==> config.mk <==
export PLATFORM = sky130hd
export DESIGN_NAME = rom_loader
export DESIGN_NICKNAME = d
export VERILOG_FILES = /design/src/rtl/rom_loader.sv
export SDC_FILE = /design/constraint.sdc
export NUM_CORES = 1
export LEC_CHECK = 0
export CORE_UTILIZATION = 60
export DETAILED_ROUTE_END_ITERATION = 7
export DONT_BUFFER_PORTS = 1
export PLACE_DENSITY = 0.76
export SLEW_MARGIN = 15
export SYNTH_ARGS = -nofsm -noshare
export SYNTH_HDL_FRONTEND = slang
export SYNTH_SLANG_ARGS = --single-unit
==> constraint.sdc <==
create_clock -name clk -period 7.64 [get_ports clk]
set_input_delay 1.91 -clock clk [delete_from_list [all_inputs] [get_ports clk]]
set_output_delay 1.91 -clock clk [all_outputs]
set_load 0.1 [all_outputs]
==> src/rtl/rom_loader.sv <==
// UART boot loader: receives a framed, checksummed program image over 8N1 serial and
// writes it word by word into the instruction ROM, holding the CPU in reset until verified.
module rom_loader #(
  parameter int unsigned CLK_HZ = 100_000_000,
  parameter int unsigned BAUD   = 115200,
  parameter int unsigned ADDR_W = 10
) (
  input  logic              clk,
  input  logic              rst,
  input  logic              uart_rx,
  output logic              o_we,
  output logic [ADDR_W-1:0] o_waddr,
  output logic [31:0]       o_wdata,
  output logic              o_cpu_rst,
  output logic              o_done,
  output logic              o_err
);

  localparam int unsigned CLKS_PER_BIT = CLK_HZ / BAUD;
  localparam int unsigned CNT_W        = $clog2(CLKS_PER_BIT);
  localparam int unsigned MAX_WORDS    = 2 ** ADDR_W;
  localparam logic [CNT_W-1:0] BIT_LAST  = CNT_W'(CLKS_PER_BIT - 1);
  localparam logic [CNT_W-1:0] HALF_LAST = CNT_W'(CLKS_PER_BIT / 2 - 1);

  typedef enum logic [1:0] {RxIdle, RxStart, RxData, RxStop} rx_state_e;
  typedef enum logic [2:0] {LClo, LChi, LData, LCsum, LDone, LErr} ld_state_e;

  // ---------------- RX synchroniser ----------------
  logic r_sync1, r_sync2, r_sync_prev;
  logic w_fall;

  always_ff @(posedge clk or posedge rst) begin
    if (rst) begin
      r_sync1     <= 1'b1;
      r_sync2     <= 1'b1;
      r_sync_prev <= 1'b1;
    end else begin
      r_sync1     <= uart_rx;
      r_sync2     <= r_sync1;
      r_sync_prev <= r_sync2;
    end
  end

  assign w_fall = r_sync_prev & ~r_sync2;

  // ---------------- RX FSM ----------------
  rx_state_e        r_rx_state, w_rx_state_next;
  logic [CNT_W-1:0] r_clk_cnt;
  logic [2:0]       r_bit_idx;
  logic [7:0]       r_shift;
  logic [7:0]       r_byte;
  logic             r_byte_valid, r_frame_err;
  logic             w_bit_tick, w_half_tick;

  assign w_bit_tick  = (r_clk_cnt == BIT_LAST);
  assign w_half_tick = (r_clk_cnt == HALF_LAST);

  always_ff @(posedge clk or posedge rst) begin
    if (rst) r_rx_state <= RxIdle;
    else     r_rx_state <= w_rx_state_next;
  end

  always_comb begin
    w_rx_state_next = r_rx_state;
    case (r_rx_state)
      RxIdle:  if (w_fall) w_rx_state_next = RxStart;
      RxStart: if (w_half_tick) w_rx_state_next = r_sync2 ? RxIdle : RxData;
      RxData:  if (w_bit_tick && (r_bit_idx == 3'd7)) w_rx_state_next = RxStop;
      RxStop:  if (w_bit_tick) w_rx_state_next = RxIdle;
      default: w_rx_state_next = RxIdle;
    endcase
  end

  always_ff @(posedge clk or posedge rst) begin
    if (rst) begin
      r_clk_cnt    <= '0;
      r_bit_idx    <= '0;
      r_shift      <= '0;
      r_byte       <= '0;
      r_byte_valid <= 1'b0;
      r_frame_err  <= 1'b0;
    end else begin
      r_byte_valid <= 1'b0;
      r_frame_err  <= 1'b0;
      case (r_rx_state)
        RxIdle: begin
          r_clk_cnt <= '0;
          r_bit_idx <= '0;
        end
        RxStart: r_clk_cnt <= w_half_tick ? '0 : r_clk_cnt + 1'b1;
        RxData: begin
          if (w_bit_tick) begin
            r_clk_cnt <= '0;
            r_shift   <= {r_sync2, r_shift[7:1]};
            r_bit_idx <= r_bit_idx + 1'b1;
          end else begin
            r_clk_cnt <= r_clk_cnt + 1'b1;
          end
        end
        RxStop: begin
          if (w_bit_tick) begin
            r_clk_cnt <= '0;
            if (r_sync2) begin
              r_byte_valid <= 1'b1;
              r_byte       <= r_shift;
            end else begin
              r_frame_err <= 1'b1;
            end
          end else begin
            r_clk_cnt <= r_clk_cnt + 1'b1;
          end
        end
        default: r_clk_cnt <= '0;
      endcase
    end
  end

  // ---------------- Loader FSM ----------------
  ld_state_e         r_ld_state, w_ld_state_next;
  logic [7:0]        r_cnt_lo;
  logic [7:0]        r_xor;
  logic [15:0]       r_words_left;
  logic [1:0]        r_byte_idx;
  logic [ADDR_W-1:0] r_word_idx;
  logic [23:0]       r_word;
  logic              r_we;
  logic [ADDR_W-1:0] r_waddr;
  logic [31:0]       r_wdata;
  logic [15:0]       w_count;

  assign w_count = {r_byte, r_cnt_lo};

  always_ff @(posedge clk or posedge rst) begin
    if (rst) r_ld_state <= LClo;
    else     r_ld_state <= w_ld_state_next;
  end

  always_comb begin
    w_ld_state_next = r_ld_state;
    if (r_frame_err && (r_ld_state != LDone) && (r_ld_state != LErr)) begin
      w_ld_state_next = LErr;
    end else if (r_byte_valid) begin
      case (r_ld_state)
        LClo:  w_ld_state_next = LChi;
        LChi: begin
          if (32'(w_count) > MAX_WORDS) w_ld_state_next = LErr;
          else if (w_count == 16'd0)    w_ld_state_next = LCsum;
          else                          w_ld_state_next = LData;
        end
        LData: if ((r_byte_idx == 2'd3) && (r_words_left == 16'd1)) w_ld_state_next = LCsum;
        LCsum: w_ld_state_next = (r_byte == r_xor) ? LDone : LErr;
        LDone: w_ld_state_next = LChi;  // this byte is the next frame's CNT_LO
        default: w_ld_state_next = r_ld_state;
      endcase
    end
  end

  always_ff @(posedge clk or posedge rst) begin
    if (rst) begin
      r_cnt_lo     <= '0;
      r_xor        <= '0;
      r_words_left <= '0;
      r_byte_idx   <= '0;
      r_word_idx   <= '0;
      r_word       <= '0;
      r_we         <= 1'b0;
      r_waddr      <= '0;
      r_wdata      <= '0;
    end else begin
      r_we <= 1'b0;
      if (r_byte_valid) begin
        case (r_ld_state)
          LClo, LDone: begin
            r_cnt_lo <= r_byte;
            r_xor    <= r_byte;
          end
          LChi: begin
            r_xor        <= r_xor ^ r_byte;
            r_words_left <= w_count;
            r_byte_idx   <= '0;
            r_word_idx   <= '0;
          end
          LData: begin
            r_xor      <= r_xor ^ r_byte;
            r_word     <= {r_byte, r_word[23:8]};
            r_byte_idx <= r_byte_idx + 1'b1;
            if (r_byte_idx == 2'd3) begin
              r_we         <= 1'b1;
              r_waddr      <= r_word_idx;
              r_wdata      <= {r_byte, r_word};
              r_word_idx   <= r_word_idx + 1'b1;
              r_words_left <= r_words_left - 16'd1;
            end
          end
          default: ;
        endcase
      end
    end
  end

  always_comb begin
    o_cpu_rst = (r_ld_state != LDone);
    o_done    = (r_ld_state == LDone);
    o_err     = (r_ld_state == LErr);
  end

  assign o_we    = r_we;
  assign o_waddr = r_waddr;
  assign o_wdata = r_wdata;

endmodule

==> qor.yml <==
arrival_ns: 2.84
vias_per_cell: 6.04
instances_no_fill: 704
cts_num_sinks: 150
grt-ovfl-total: 0
fin_crit_ns: 4.75
ys_types: 54
r2r_slack_ns: 5.07
start_kind: "flop"
dr.first_iter.drc_count: 272
max-slew-margin-rel_pct: 30.7
grt_antenna_before_repair: 0
grt_util_met2_pct: 39.4
root_buffer: "clkbuf_8"
holdPathStages: 0
critPathCaptureType: "output pin"
leakage_nw: 3.53
vias: 4249
hold_slack_ns: 0.357
grt_pass1_vias: 4251
wl_per_cell_um: 18.3
yosysWarningCount: 0
syn_nets: 570
antenna_left: 0
syn_area_per_cell_um2: 11.9
power.density_nw_per_um2: 237
track_usage_pct: 24.3
nFillCells: 799
postCtsHoldBufs: 0
crit_required_ns: 5.73
start_util_pct: 61.4
dr.pass1.iters: 4
grt_start_max_net_pins: 89
dpl.cell_count: 672
ff2ff_path_depth: 5
fin_nets: 562
cts_setup_buffers: 0
min_period_over_period_pct: 62.2
multi_input_area_um2: 2730
cts_max_level: 4
die_h_um: 107
peakVddDrop_mv: 0.279
grt_pass1_wl_um: 21200
hold_violations: 0
syn_inst: 559
maxCapViolCount: 0
hold_class: "flop to flop"
place_congestion: 0.815
path_clk_slew_ns: 0.07
synthFlopType: "dfrtp_1"
crit_path_max_fanout: 13
cts_buffers: 17
critical_path_class: "flop to output pin"
cts_resized: 0
status: "finished clean"
row_count: 38
io_buffers: 0
hp-start: "r_sync1"
rsz0062_at_grt: "no"
setup_violations: 0
drc: 0
drv_slew: 0
area_growth_pct: 10.1
fp.coreArea_um2: 10800
ys_seq_area_share_pct: 56.4
dp_hpwl_um: 8120
ff_latch_area_um2: 3760
totalWireLength_um: 12900
cts_tree: "done"
num_antenna_cells: 0
die_x_um: 107
min_to: "r_sync2"
ys_ff_latch: 150
netlist.area_leader.share_pct: 55.3
dieArea_um2: 11500
synth_edf_count: 0
ys_top_cells_by_area: "dfrtp_1, mux2_2, nand2_1"
synth_top_area_cell: "dfrtp_1"
ios: 49
finalSetupTns_ns: 0
r2r-end: "o_wdata[19]"
cts_buffer_depth: 2
synthArstFlopShare_pct: 100
drive_gt1_share_pct: 26.1
tightest_slew_ns: 1.05
final_util_pct: 67.6
reg2reg_from: "r_ld_state[0]"
clock.fmax_mhz: 211
insertion_delay_ns: 0.53
met3_usage_pct: 6.05
grt-busiest-layer: "met2"
syn_area_um2: 6660
met1_usage_pct: 31.6
finClkSkew_ns: 0.00609
sequential cells by signal, indices dropped and copies added, names as in the netlist, 8 cells and up, named ones only:
signal and cells:
o_waddr 10, o_wdata 32, r_byte 8, r_clk_cnt 10, r_cnt_lo 8, r_shift 8, r_word 24, r_word_idx 10
r_words_left 16, r_xor 8
metrics by stage:
stage               area (µm²)  total power [mW]  setup WS, ns
global placement          6750             0.934          3.48
finish                    7330              1.73          2.89
CTS                       7330              1.75          2.86
detailed placement        6750             0.940          3.44
floorplan                 6660             0.919          1.70
global route              7330              1.79          2.78
worst max-delay path, cell delays in order (launching register included):
cell     delay [ns]
dfrtp_1        0.53
nor2_1         0.26
nand2_1        0.62
inv_1          0.90
where the power goes:
group,internal [mW],total [mW],switching (mW)
Sequential,0.818,0.857,0.0391
Combinational,0.0275,0.0682,0.0407
Clock,0.448,0.808,0.361
worst max-delay path by stage:
| stage | from | cells after the start | to | slack [ns] |
|---|---|---|---|---|
| floorplan | rst | 1 | asynchronous set/reset pin | 1.70 |
| global placement | r_ld_state[0] | 3 | o_done | 3.48 |
| detailed placement | r_ld_state[0] | 3 | o_done | 3.44 |
| CTS | r_ld_state[0] | 3 | o_done | 2.86 |
| global route | r_ld_state[0] | 3 | o_done | 2.78 |
| finish | r_ld_state[0] | 3 | o_done | 2.89 |
cells in the mapped netlist (all sizes together) (2+ instances only):
master and number:
clkbuf 13, xnor2 8, mux2 90, a22oi 4, nand2 48, nand3 9, nor3b 3, o2bb2ai 4
dfstp 3, a21oi 21, dfrtp 147, a31oi 7, o22a 3, nor4 9, o21a 3, inv 11
xor2 19, or3 4, nor2b 3, nand4 10, or2 2, ha 8, o22ai 2, nor2 36
buf 20, a2bb2oi 2, and3 6, nor4bb 3, o32ai 2, o211ai 5, nor3 15, o21ai 23
area by class of cell:
type | instances | share of cell area (%)
clock buffers | 17 | 5.65
clock inverters | 15 | 2.22
inverters | 11 | 0.632
multi-input cells | 365 | 37.2
flip-flops and latches | 150 | 51.3
well taps | 140 | 2.39
repair buffers | 6 | 0.615
layer usage:
| layer | vias to the layer above | routed length, µm |
|---|---|---|
| met2 | 73 | 6590 |
| met4 | 0 | 160 |
| met3 | 14 | 424 |
| met5 | - | 0 |
| li1 | 1976 | - |
| met1 | 2186 | 5700 |
placed cells by master, fill, tap and decap left out, types with 9 or more instances in the layout:
cell type | netlist | routed
dfrtp_1 | 147 | 147
mux2_2 | 90 | 90
nand2_1 | 48 | 47
nor2_1 | 36 | 36
o21ai_0 | 22 | 21
a21oi_1 | 21 | 21
xor2_1 | 19 | 19
clkbuf_16 | 0 | 16
nor3_1 | 11 | 11
inv_1 | 11 | 10
nand4_1 | 9 | 9
nand3_1 | 9 | 9
cells by family (layout without fill, tap and decap cells):
group                      count (synthesis)  count (layout)  synth area share (%)
xor gates and xnor gates                  27              27                  3.55
muxes                                     90              90                  15.2
and+or+nand+nor                          156             156                  12.2
DFF                                      150             150                  56.4
buffers and inverters                     44              49                  2.95
adders and majority gates                  9               9                  1.65
AOI/OAI and AO/OA                         83              83                  7.93
No activity file was read; power rests on OpenSTA's default activity.
==> variant: new RTL, same settings <==
The 4 states of `rx_state_e` get a Gray code encoding in 2 bits.
--- a/src/rtl/rom_loader.sv
+++ b/src/rtl/rom_loader.sv
@@ -22,7 +22,7 @@
   localparam logic [CNT_W-1:0] BIT_LAST  = CNT_W'(CLKS_PER_BIT - 1);
   localparam logic [CNT_W-1:0] HALF_LAST = CNT_W'(CLKS_PER_BIT / 2 - 1);
 
-  typedef enum logic [1:0] {RxIdle, RxStart, RxData, RxStop} rx_state_e;
+  typedef enum logic [1:0] {RxIdle = 2'b00, RxStart = 2'b01, RxData = 2'b11, RxStop = 2'b10} rx_state_e;
   typedef enum logic [2:0] {LClo, LChi, LData, LCsum, LDone, LErr} ld_state_e;
 
   // ---------------- RX synchroniser ----------------
Check against the original RTL: no difference found for any inputs over 10 cycles, from zero or initial values and one cycle with rst high; not proved beyond that.
==> variant against the unedited design <==
Setup slack improved by 0.18 ns. Wire length increased by 4.1%. Sequential power decreased by 2%. Cell area increased by 3.1%. Synthesized cell count increased by 1.1%. Total power increased by 0.85%. Area after synthesis increased by 3.7%. Sequential cell count unchanged. Global-route usage increased by 0.088 points. Via count increased by 0.80%. Register-to-register slack improved by 0.14 ns.
==> variant: results (changes against the unedited design) <==
Reg clk slew, reported paths=0.06 ns; Synth cell types=63 (+17%); CTS Buf Count=17 (unchanged); Post-Synthesis Cells=565 (+1.1%); total track usage=24.4% (+0.088 points); Post-synth ARST share=100% (unchanged); vias in the first global route=4302 (+1.2%); root buffer cell=clkbuf_16; Fillers=773 (-3.3%); IO buf count=0 (unchanged); Routed WL=13.4 mm (+4.1%); wire per inst=18.9 um (+3.1%); pre-CTS setup slack=3.51 ns (+0.0735 ns); Area contributors post-synth=dfrtp_1 53%, mux2_4 8.3%, mux2_2 6.2%; Leak=3.75 nW (+6.2%); largest net degree at the start of global routing=77 (-13%); Primary FF master, synth=dfrtp_1; max reg flops=32 (unchanged); worst vdd ir=0.000188 V (-33%); fraction of layout cells with a size suffix above 1=23.1% (-2.9 points); first-pass GRT wire length=21.7 mm (+2.5%); Crit Path Max Fanout=14 (+1); Syn Nets=576 (+1.1%); # placed instances=679 (+1.0%); Seq/Total Area, Yosys=54.4% (-2.0 points); clk_skew=0.00763 ns (+0.00154 ns); total number of vias=4283 (+0.80%); top cells by count, synth=147 x dfrtp_1, 45 x nand2_1, 42 x nor2_1; Synth Warn #=0 (unchanged); gr ovfl total=0 (unchanged); RePlAce Congestion=0.809 (-0.75%); CTS Buffer Depth=2 (unchanged); total setup buffers inserted after CTS=0 (unchanged); total of cells resized after clock tree synthesis=0 (unchanged); ant diodes=0 (unchanged); drt pass-1 iters=4 (unchanged); Hold Crit Class=reg -> reg; Placed Area=0.00695 mm2 (+2.9%); latest clock arrival within the worst-skew pair=0.42 ns (-0.11 ns); outcome=finished, final reports clean; # H-tree levels=4 (unchanged); relative slew slack=35.2% (+4.5 points); 1st-iter DRT viols=298 (+9.6%); antenna violations before repair=0 (unchanged); Worst setup EP type=primary output; Final HPWL DP=8.37 mm (+3.1%); WP data arrival=2.66 ns (-0.18 ns)
variant: changes by cell type in the layout (fill, tap and decap cells not counted), moves of 5 or more:
cell | before | now
mux2_4 | 0 | 38
nor2_1 | 36 | 42
o22ai_1 | 2 | 8
a31oi_1 | 7 | 2
mux2_2 | 90 | 38
mux2_1 | 0 | 15
variant: final cells by class:
cell class	instances	area [um2]	share of cell area, %
inverter	10	42.5	0.563
multi-input combinational	374	2930	38.8
clock inverter	11	138	1.82
clock buffer	21	470	6.23
timing repair buffer	5	37.5	0.497
sequential	150	3760	49.7
tap	140	175	2.32
variant: where the power goes:
part / total (mW) / switching [mW] / internal, mW
registers: 0.839 / 0.0250 / 0.814
logic: 0.0582 / 0.0370 / 0.0212
clock network: 0.851 / 0.337 / 0.514
total: 1.75 / 0.399 / 1.35
variant: path summary, 6_finish.rpt:
kind	start	end	slack (ns)	cells after the start
worst max-delay path	r_ld_state[0]	o_done	3.07	3
worst min-delay path	r_sync1	r_sync2	0.36	0
worst max register to register	r_ld_state[2]	o_waddr[9]	5.21	5
worst min register to register	r_sync1	r_sync2	0.36	0
max in group asynchronous	rst	r_byte[0]	4.78	2
min in group asynchronous	rst	o_wdata[26]	1.45	1
variant: per-layer routing:
layer / track usage (%) / up-vias / wire, um
met5: 0 / - / 0
met4: 7.33 / 0 / 131
met3: 6.22 / 18 / 677
met2: 38.9 / 112 / 6610
met1: 32.8 / 2168 / 5990
li1: - / 1985 / -
variant: critical path: stages, from the launching register on:
cell and delay, ns:
dfrtp_1 0.51, nor2_1 0.23, nand2_1 0.61, inv_1 0.89
variant: cells by family (layout without fill, tap and decap cells):
kind of cell	Yosys count	after routing	synth area share, %
multiplexers	94	94	17.3
buffers and inverters	41	47	3.10
XOR/XNOR	30	30	3.81
AO/OA/AOI/OAI	83	83	7.59
AND/OR/NAND/NOR	159	159	12.3
flip-flops	150	150	54.4
adder cells (fa/ha/maj)	8	8	1.45
